--- src/rtl/writeback_stage_if.sv ---
// Writeback stage bus: upstream handshake, data-memory return path and
// register-file write port. master drives the stage, slave is the stage.
interface writeback_stage_if;
  logic        In_Valid;
  logic        In_Ready;
  logic [4:0]  In_Rd;
  logic        In_Reg_Write;
  logic        In_Is_Load;
  logic [31:0] In_Alu_Result;
  logic [2:0]  In_Funct3;
  logic [1:0]  In_Addr_Low;
  logic        Mem_Rdata_Valid;
  logic [31:0] Mem_Rdata;
  logic [4:0]  Write_Register;
  logic [31:0] Write_Data;
  logic        Sig_Reg_Write;
  logic        Load_Err;
  logic [31:0] Retire_Count;

  modport master (
    output In_Valid, In_Rd, In_Reg_Write, In_Is_Load, In_Alu_Result, In_Funct3, In_Addr_Low,
    output Mem_Rdata_Valid, Mem_Rdata,
    input  In_Ready, Write_Register, Write_Data, Sig_Reg_Write, Load_Err, Retire_Count
  );

  modport slave (
    input  In_Valid, In_Rd, In_Reg_Write, In_Is_Load, In_Alu_Result, In_Funct3, In_Addr_Low,
    input  Mem_Rdata_Valid, Mem_Rdata,
    output In_Ready, Write_Register, Write_Data, Sig_Reg_Write, Load_Err, Retire_Count
  );
endinterface

--- src/rtl/writeback_stage.sv ---
// Pipeline writeback stage: commits ALU results in one cycle, waits for load
// data with a bounded timeout, and counts retired instructions.
// Optional feature macro: WB_SUBWORD_EN (byte/halfword load extraction and
// sign/zero extension). Without it every load writes the memory word as-is.
module writeback_stage #(
  parameter int unsigned TIMEOUT_CYCLES = 64
) (
  input logic              clk,
  input logic              reset_n,
  writeback_stage_if.slave io_wb
);

  localparam int unsigned CntW = $clog2(TIMEOUT_CYCLES + 1);

  typedef enum logic [1:0] {StIdle, StWaitLoad, StCommit} state_e;

  state_e        r_state;
  logic [CntW-1:0] r_cnt;
  logic [4:0]    r_ld_rd;
  logic          r_ld_reg_write;
  logic [4:0]    r_wr_reg;
  logic [31:0]   r_wr_data;
  logic          r_sig_reg_write;
  logic          r_load_err;
  logic [31:0]   r_retire;
  logic [31:0]   w_load_data;
  logic          w_timeout;

`ifdef WB_SUBWORD_EN
  logic [2:0]    r_ld_funct3;
  logic [1:0]    r_ld_addr_low;

  // Little-endian lane select; halfwords use addr bit 1 only.
  function automatic logic [31:0] extend_load(input logic [31:0] word, input logic [2:0] funct3,
                                              input logic [1:0] addr);
    logic [7:0]  b;
    logic [15:0] h;
    b = 8'(word >> {addr, 3'b000});
    h = 16'(word >> {addr[1], 4'b0000});
    case (funct3)
      3'b000:  return {{24{b[7]}}, b};
      3'b001:  return {{16{h[15]}}, h};
      3'b100:  return {24'd0, b};
      3'b101:  return {16'd0, h};
      default: return word;
    endcase
  endfunction

  // Extended load data for the captured load type and lane.
  always_comb begin
    w_load_data = extend_load(io_wb.Mem_Rdata, r_ld_funct3, r_ld_addr_low);
  end

  // Load type and lane are captured at the transfer into WAIT_LOAD.
  always_ff @(posedge clk or negedge reset_n) begin
    if (!reset_n) begin
      r_ld_funct3   <= 3'd0;
      r_ld_addr_low <= 2'd0;
    end else if (r_state != StWaitLoad && io_wb.In_Valid && io_wb.In_Is_Load) begin
      r_ld_funct3   <= io_wb.In_Funct3;
      r_ld_addr_low <= io_wb.In_Addr_Low;
    end
  end
`else
  logic w_unused_subword;

  // Word loads only; load type and lane are don't-care.
  always_comb begin
    w_load_data      = io_wb.Mem_Rdata;
    w_unused_subword = ^{io_wb.In_Funct3, io_wb.In_Addr_Low};
  end
`endif

  // Last permitted wait edge: data arriving on this edge still wins.
  always_comb begin
    w_timeout = (r_cnt == CntW'(TIMEOUT_CYCLES - 1));
  end

  // Stage FSM with registered write port, error pulse and retire counter.
  always_ff @(posedge clk or negedge reset_n) begin
    if (!reset_n) begin
      r_state         <= StIdle;
      r_cnt           <= '0;
      r_ld_rd         <= 5'd0;
      r_ld_reg_write  <= 1'b0;
      r_wr_reg        <= 5'd0;
      r_wr_data       <= 32'd0;
      r_sig_reg_write <= 1'b0;
      r_load_err      <= 1'b0;
      r_retire        <= 32'd0;
    end else begin
      r_sig_reg_write <= 1'b0;
      r_load_err      <= 1'b0;
      case (r_state)
        StIdle, StCommit: begin
          if (io_wb.In_Valid) begin
            if (!io_wb.In_Is_Load) begin
              r_state         <= StCommit;
              r_wr_reg        <= io_wb.In_Rd;
              r_wr_data       <= io_wb.In_Alu_Result;
              r_sig_reg_write <= io_wb.In_Reg_Write && (io_wb.In_Rd != 5'd0);
              r_retire        <= r_retire + 32'd1;
            end else begin
              r_state        <= StWaitLoad;
              r_cnt          <= '0;
              r_ld_rd        <= io_wb.In_Rd;
              r_ld_reg_write <= io_wb.In_Reg_Write;
            end
          end else begin
            r_state <= StIdle;
          end
        end
        StWaitLoad: begin
          if (io_wb.Mem_Rdata_Valid) begin
            r_state         <= StCommit;
            r_wr_reg        <= r_ld_rd;
            r_wr_data       <= w_load_data;
            r_sig_reg_write <= r_ld_reg_write && (r_ld_rd != 5'd0);
            r_retire        <= r_retire + 32'd1;
          end else if (w_timeout) begin
            r_state    <= StIdle;
            r_load_err <= 1'b1;
          end else begin
            r_cnt <= r_cnt + 1'b1;
          end
        end
        default: r_state <= StIdle;
      endcase
    end
  end

  assign io_wb.In_Ready       = (r_state != StWaitLoad);
  assign io_wb.Write_Register = r_wr_reg;
  assign io_wb.Write_Data     = r_wr_data;
  assign io_wb.Sig_Reg_Write  = r_sig_reg_write;
  assign io_wb.Load_Err       = r_load_err;
  assign io_wb.Retire_Count   = r_retire;

endmodule

--- src/flat_wrapper.sv ---
// flat-port wrapper written by rule: the top's interface ports become plain ports
module writeback_stage_flat 
#(
  parameter int unsigned TIMEOUT_CYCLES = 64
)
  (clk, reset_n, io_wb_In_Valid, io_wb_In_Rd, io_wb_In_Reg_Write, io_wb_In_Is_Load, io_wb_In_Alu_Result, io_wb_In_Funct3, io_wb_In_Addr_Low, io_wb_Mem_Rdata_Valid, io_wb_Mem_Rdata, io_wb_In_Ready, io_wb_Write_Register, io_wb_Write_Data, io_wb_Sig_Reg_Write, io_wb_Load_Err, io_wb_Retire_Count);
  writeback_stage_if io_wb_i ();
  input logic clk;
  input logic reset_n;
  input wire logic [$bits(io_wb_i.In_Valid)-1:0] io_wb_In_Valid;
  input wire logic [$bits(io_wb_i.In_Rd)-1:0] io_wb_In_Rd;
  input wire logic [$bits(io_wb_i.In_Reg_Write)-1:0] io_wb_In_Reg_Write;
  input wire logic [$bits(io_wb_i.In_Is_Load)-1:0] io_wb_In_Is_Load;
  input wire logic [$bits(io_wb_i.In_Alu_Result)-1:0] io_wb_In_Alu_Result;
  input wire logic [$bits(io_wb_i.In_Funct3)-1:0] io_wb_In_Funct3;
  input wire logic [$bits(io_wb_i.In_Addr_Low)-1:0] io_wb_In_Addr_Low;
  input wire logic [$bits(io_wb_i.Mem_Rdata_Valid)-1:0] io_wb_Mem_Rdata_Valid;
  input wire logic [$bits(io_wb_i.Mem_Rdata)-1:0] io_wb_Mem_Rdata;
  output wire logic [$bits(io_wb_i.In_Ready)-1:0] io_wb_In_Ready;
  output wire logic [$bits(io_wb_i.Write_Register)-1:0] io_wb_Write_Register;
  output wire logic [$bits(io_wb_i.Write_Data)-1:0] io_wb_Write_Data;
  output wire logic [$bits(io_wb_i.Sig_Reg_Write)-1:0] io_wb_Sig_Reg_Write;
  output wire logic [$bits(io_wb_i.Load_Err)-1:0] io_wb_Load_Err;
  output wire logic [$bits(io_wb_i.Retire_Count)-1:0] io_wb_Retire_Count;
  assign io_wb_i.In_Valid = io_wb_In_Valid;
  assign io_wb_i.In_Rd = io_wb_In_Rd;
  assign io_wb_i.In_Reg_Write = io_wb_In_Reg_Write;
  assign io_wb_i.In_Is_Load = io_wb_In_Is_Load;
  assign io_wb_i.In_Alu_Result = io_wb_In_Alu_Result;
  assign io_wb_i.In_Funct3 = io_wb_In_Funct3;
  assign io_wb_i.In_Addr_Low = io_wb_In_Addr_Low;
  assign io_wb_i.Mem_Rdata_Valid = io_wb_Mem_Rdata_Valid;
  assign io_wb_i.Mem_Rdata = io_wb_Mem_Rdata;
  assign io_wb_In_Ready = io_wb_i.In_Ready;
  assign io_wb_Write_Register = io_wb_i.Write_Register;
  assign io_wb_Write_Data = io_wb_i.Write_Data;
  assign io_wb_Sig_Reg_Write = io_wb_i.Sig_Reg_Write;
  assign io_wb_Load_Err = io_wb_i.Load_Err;
  assign io_wb_Retire_Count = io_wb_i.Retire_Count;
  writeback_stage #(.TIMEOUT_CYCLES(TIMEOUT_CYCLES)) u_core (.clk(clk), .reset_n(reset_n), .io_wb(io_wb_i));
endmodule
--- config.mk ---
export PLATFORM = sky130hd
export DESIGN_NAME = writeback_stage_flat
export DESIGN_NICKNAME = d
export VERILOG_FILES = /design/src/rtl/writeback_stage_if.sv /design/src/rtl/writeback_stage.sv /design/src/flat_wrapper.sv
export SDC_FILE = /design/constraint.sdc
export NUM_CORES = 1
export LEC_CHECK = 0
export CAP_MARGIN = 20
export CORE_MARGIN = 2
export CORE_UTILIZATION = 45
export CTS_BUF_LIST = sky130_fd_sc_hd__clkbuf_8
export CTS_CLUSTER_SIZE = 16
export DETAILED_ROUTE_END_ITERATION = 10
export GPL_ROUTABILITY_DRIVEN = 0
export GPL_TIMING_DRIVEN = 0
export PLACE_DENSITY = 0.86
export SETUP_SLACK_MARGIN = 0.4
export SLEW_MARGIN = 5
export SYNTH_ARGS = -nofsm -noshare
export SYNTH_HDL_FRONTEND = slang
export SYNTH_SLANG_ARGS = --single-unit
--- constraint.sdc ---
create_clock -name clk -period 3.1 [get_ports clk]
set_input_delay 0.62 -clock clk [delete_from_list [all_inputs] [get_ports clk]]
set_output_delay 0.62 -clock clk [all_outputs]
set_load 0.02 [all_outputs]
; ---- Yosys cells after proc, flatten, opt, wreduce, memory -nomap -nowiden
; Index checks and enable logic that the tools add are counted.
[word_totals]
ff_bits = 86
in_bits = 80
output_inout_bits = 72
wordCells = 61
[op_classes]
n_addsub = 2
eq_ne = 11
n_mux = 29
reduce_logical = 10
[ops]
columns = operator, n
row1 = two-way mux 32 bit, 6
row2 = one-hot mux 32 bit (2 select lines), 2
row3 = "adder 32 x 1 -> 32 bit, second input constant", 1
row4 = two-way mux 7 bit, 4
row5 = two-way mux 5 bit, 3
row6 = one-hot mux 7 bit (2 select lines), 1
row7 = "inequality test 2 bit, second input constant", 6
row8 = one-hot mux 5 bit (2 select lines), 1
row9 = nonzero test 5 bit, 2
row10 = two-way mux 2 bit, 4
row11 = "adder 7 x 1 -> 7 bit, second input constant", 1
row12 = "== test 7 x 6 -> 1 bit, second input constant", 1
row13 = two-way mux 1 bit, 6
row14 = AND reduction 5 bit, 1
row15 = one-hot mux 2 bit (2 select lines), 1
row16 = AND reduction 4 bit, 1
row17 = "inequality test 3 x 2 -> 1 bit, second input constant", 1
row18 = AND reduction 3 bit, 1
row19 = "== test 2 x 1 -> 1 bit, second input constant", 1
row20 = "== test 2 bit, second input constant", 1
row21 = logical AND 1 bit, 2
row22 = logical NOT 2 bit, 1
row23 = "inequality test 2 x 1 -> 1 bit, second input constant", 1
row24 = one-hot mux 1 bit (2 select lines), 1
row25 = other kinds (2), 2

; ---- Logic depth before layout (Yosys ltp)
[depth]
ltp_word = 5
ltp_mapped = 7
mapped_depth_nobuf = 5

; ---- Worst setup path before layout
; No wires, ideal clock.
[synth_path]
kind = register -> output
startpoint = register u_core.r_state[0]
endpoint = output port io_wb_In_Ready
t_arrival_ps = 1386
required_time_ps = 2480
slack_ps = 1094
path_stages_with_launch = 6
path_buffers = 3
path_cell_list = dfrtp_1 -> nor2b_1 -> buf_2 -> inv_1 -> clkbuf_1 -> clkbuf_1
[synth_via]
elab_chain_cells = 1
[synth_rtl]
columns = element, line
row1 = start: declaration, writeback_stage.sv:17  ; state_e r_state;
row2 = start signal: assignment, writeback_stage.sv:82  ; r_state <= StIdle;
row3 = start signal: assignment, writeback_stage.sv:98  ; r_state <= StCommit;
row4 = start signal: assignment, writeback_stage.sv:104  ; r_state <= StWaitLoad;
row5 = inequality test 2 x 1 -> 1 bit, writeback_stage.sv:132  ; assign io_wb.In_Ready = (r_state != StWaitLoad);
row6 = end: declaration, flat_wrapper.sv:19  ; output wire logic [$bits(io_wb_i.In_Ready)-1:0] io_wb_In_Ready;
; Every way passes these cells.

; ---- Worst setup path in the final report
; Ends and elaborated chain as after synthesis.

==> results by stage <==
Setup path:
- The category of the most critical setup path is reg2out.
- The startpoint type of the worst setup path is a flop.
- The critical path goes through nor2b_1 -> buf_2 -> inv_1 -> clkbuf_2 -> clkbuf_4 -> clkbuf_2.
- STA classifies the critical path endpoint as a primary output.
- Along the worst path, the maximum fanout reaches 10.
- The slowest stage of the critical path is the sky130_fd_sc_hd__dfrtp_1 cell.
- The data required time at the worst endpoint is 2.48 ns.
- The largest incremental delay on the critical path is 0.42 ns.
- The cell with the most instances on the worst path is sky130_fd_sc_hd__clkbuf_2.
- The arrival time of the worst setup path is 1.82 ns.

Drt:
- The first detailed-routing pass took 4 iterations.
- Using the TritonRoute via totals, the vias-per-cell ratio works out to 5.28.
- The total number of vias is 3505.
- The first routing iteration left 158 violations.
- The count of unresolved DRC violations after routing is 0.
- The post-detailed-route wirelength per cell is 15.2 um.
- The count of antenna-violating nets left after detailed routing is 0.
- The final wirelength is 10.1 mm.

Pwr:
- The standby leakage power is 2.41 nW.
- The design draws 3.55 mW.
- VDD sags by at most 0.360 mV.
- The areal power density over the cells is 618 nW/um2.

Floorplan:
- Pin placement for this block handled 152 I/O pins.
- The floorplan step set the die height to 96.8 um.
- The total number of placement rows is 33.
- The floorplan die width is 96.8 um.
- The region available for standard cell placement spans 8300 um2.
- For this configuration, the core starts out at a cell density of 0.467.
- The die covers 9370 um2.

Yosys:
- sky130_fd_sc_hd__dfrtp_1 takes more of the synthesized area than any other cell.
- The synthesized area per cell is 9.79 um2.
- The synthesized netlist net count is 478.
- The sequential-to-total area share from yosys stat is 0.555.
- Synthesis produced a netlist whose cell count is 396.
- Of the post-synthesis cell area, the dominant cell type holds 0.555.
- The count of warnings emitted by yosys is 0.
- In this run the cell area of the synthesized design comes to 3880 um2.
- The synthesized netlist contains 40 unique library cells.
- After synthesis the netlist holds a flip-flop and latch count of 86.
- Sorting the synthesized cells by area gives the leading types as sky130_fd_sc_hd__dfrtp_1, sky130_fd_sc_hd__nand2_1, sky130_fd_sc_hd__a31oi_1.

STA:
- The final hold violation count is 0.
- Setup total negative slack on the finished layout was measured at 0 ns.
- Derived from the worst setup path, the maximum achievable clock frequency is 409 MHz.
- After layout, the minimum clock period comes to 2.44 ns.
- The clock skew is 0.0129 ns.
- The slew of the pin with the lowest slew margin is 0.674 ns.
- The share of the clock period used by the worst path after layout is 0.788.
- Measured against its own limit, the worst slew margin works out to 0.550.
- Setup repair after global routing left no endpoint under its margin.
- The final-report setup violation count is 0.
- The max-slew violation total from the final report came to 0.

GRT:
- For this run, global-route usage on met2 was measured as 0.382.
- In the global route stage, met3 resource usage came out at 0.0614.
- For this run, the total global-route usage over all layers was measured as 0.218.
- The number of global-route vias before repair is 3561.
- The global routing stage identified its most utilized layer as met2.
- For this run, global-route usage on met1 was measured as 0.262.
- The global-route wire length before repair is 16.8 mm.
- The aggregate global routing overflow is 0.
- The number of antenna violations at the first check in global routing is 0.
- Entering global routing, the biggest net connects 57 pins.

Cells and area:
- The number of diodes is 0.
- In the final layout, flip-flops and latches occupy 2150 um2.
- The multi-input logic area is 1640 um2.
- The number of filler instances in the final layout is 641.
- Summing all non-filler instances in the final layout gives an area of 5740 um2.
- The number of standard cells in the layout, taps in and fillers out is 664.
- Relative to the synthesized area, the layout overhead comes to 48.1%.
- The number of nets in the finished design is 636.
- Of the cells placed in the final design, the portion with a size suffix greater than 1 is 0.0733.

Clock tree:
- The number of gates resized after CTS is 3.
- TritonCTS created 9 clock buffers.
- TritonCTS built the clock tree.
- The clock reaches the later pin of the worst-skew pair after 0.35 ns.
- The number of hold-repair buffers added at the cts stage is 0.
- In this run the number of H-tree levels came out at 3.
- The cell sitting at the root of the clock tree is a sky130_fd_sc_hd__clkbuf_8.
- After clock tree synthesis, the setup repair step added 0 buffers.
- The longest clock path from root to sink contains 2 buffers.
- The number of sinks driven by the clock tree is 86.
- After clock tree synthesis, the clock-pin slew on the worst setup and hold paths is 0.09 ns.

Outcome:
- The run finished with clean final reports.

Placement:
- The total cell area at the placement stage is 5490 um2.
- The count of buffers added on input and output ports is 146.
- The HPWL after detailed placement is 7.67 mm.
- The placed instance count is 648.

Run:
- Max-cap violations in this run came to 0.

Hold path:
- The worst min-delay path category is in2async.
report_power, final:
group,switching (mW),internal (mW),leakage (nW)
Sequential,0.154,1.32,1.07
Combinational,0.572,0.542,1.22
Clock,0.402,0.556,0.126
Total,1.13,2.42,2.41
synthesized netlist by cell type:
cell type / instances
sky130_fd_sc_hd__o2111ai_1: 1
sky130_fd_sc_hd__nor2_4: 1
sky130_fd_sc_hd__mux2_2: 6
sky130_fd_sc_hd__nor3b_1: 3
sky130_fd_sc_hd__ha_1: 2
sky130_fd_sc_hd__nor2_1: 41
sky130_fd_sc_hd__and4_1: 1
sky130_fd_sc_hd__and3_2: 2
sky130_fd_sc_hd__xor2_1: 5
sky130_fd_sc_hd__and4_2: 2
sky130_fd_sc_hd__and2_1: 1
sky130_fd_sc_hd__nand3b_1: 1
sky130_fd_sc_hd__clkinv_1: 1
sky130_fd_sc_hd__dfrtp_1: 86
sky130_fd_sc_hd__nand2b_1: 3
sky130_fd_sc_hd__nor3_1: 3
sky130_fd_sc_hd__nor2b_1: 2
sky130_fd_sc_hd__a21boi_0: 1
sky130_fd_sc_hd__nor4bb_1: 1
sky130_fd_sc_hd__o21ai_0: 11
sky130_fd_sc_hd__or3_4: 1
sky130_fd_sc_hd__or4_1: 2
sky130_fd_sc_hd__o31ai_1: 1
sky130_fd_sc_hd__buf_1: 2
sky130_fd_sc_hd__inv_1: 1
sky130_fd_sc_hd__a21oi_1: 5
sky130_fd_sc_hd__and2_2: 1
sky130_fd_sc_hd__buf_2: 2
sky130_fd_sc_hd__and3_1: 4
sky130_fd_sc_hd__nand4_1: 11
sky130_fd_sc_hd__xnor2_1: 26
sky130_fd_sc_hd__o21a_1: 1
sky130_fd_sc_hd__o2111ai_2: 1
sky130_fd_sc_hd__a31oi_1: 39
sky130_fd_sc_hd__nand2_1: 92
sky130_fd_sc_hd__nor3b_2: 1
sky130_fd_sc_hd__and3b_2: 1
sky130_fd_sc_hd__nand3_1: 13
sky130_fd_sc_hd__clkbuf_1: 16
sky130_fd_sc_hd__nor4_4: 2
cells by family after synthesis:
family | count (synthesis) | share of synthesized area
and+or+nand+nor | 189 | 0.233
DFF | 86 | 0.555
AOI/OAI and AO/OA | 60 | 0.0955
xor gates and xnor gates | 31 | 0.0700
buffers and inverters | 22 | 0.0219
muxes | 6 | 0.0174
adders and majority gates | 2 | 0.00645
layer usage:
metal,up-vias,part of all wire
li1,1681,-
met5,-,0
met4,0,0.014
met3,13,0.070
met2,124,0.50
met1,1687,0.42
cells in the final DEF, fill, tap and decap left out, drive strengths merged, types with 3 or more instances in the layout:
cell	instances
a21oi	5
a31oi	39
and3	6
and4	3
buf	6
bufinv	3
clkbuf	27
clkdlybuf4s50	144
clkinv	4
dfrtp	86
mux2	6
nand2	92
nand2b	3
nand3	13
nand4	11
nor2	42
nor3	3
nor3b	4
o21ai	11
xnor2	26
xor2	5
final cells by class:
type	count	area share
sequential	86	0.375
multi-input combinational	288	0.286
timing repair buffer	147	0.258
clock buffer	10	0.0240
tap	105	0.0229
clock inverter	6	0.0190
buffer	20	0.0144
inverter	2	0.00131
critical path, delay by kind of cell (launching register included):
| family | cells | cell delay, ns |
|---|---|---|
| DFF | 1 | 0.42 |
| and+or+nand+nor | 1 | 0.14 |
| buffers and inverters | 5 | 0.92 |
path summary, 6_finish.rpt:
kind                                               start                             to  slack [ns]  cells after the start
setup / recovery                       u_core.r_state[0]                 io_wb_In_Ready        0.66                      6
hold / removal                                   reset_n   u_core.io_wb.Retire_Count[7]        0.20                      1
setup reg to reg                       u_core.r_state[0]     u_core.io_wb.Write_Data[0]        1.10                      6
hold reg to reg            u_core.io_wb.Retire_Count[31]  u_core.io_wb.Retire_Count[31]        0.49                      1
max in group asynchronous                        reset_n    u_core.io_wb.Write_Data[13]        2.28                      2
min in group clk           u_core.io_wb.Retire_Count[31]  u_core.io_wb.Retire_Count[31]        0.49                      1
registers in the layout, summed over array words and instances (netlist names):
register,count
u_core.io_wb.Load_Err,1
u_core.io_wb.Sig_Reg_Write,1
u_core.r_cnt,7
u_core.io_wb.Retire_Count,32
u_core.r_ld_reg_write,1
u_core.io_wb.Write_Data,32
u_core.r_state,2
u_core.io_wb.Write_Register,5
u_core.r_ld_rd,5
stage by stage:
step | hold slack, ns | utilization | worst slack (ns)
6_report | 0.198 | 0.692 | 0.657
5_1_grt | 0.232 | 0.692 | 0.533
4_1_cts | 0.204 | 0.692 | 0.437
3_5_place_dp | 0.478 | 0.662 | 0.197
3_3_place_gp | 0.461 | 0.659 | -1.61
2_1_floorplan | 0.324 | - | 1.09
Note: power is estimated with default switching activity, not from simulation.
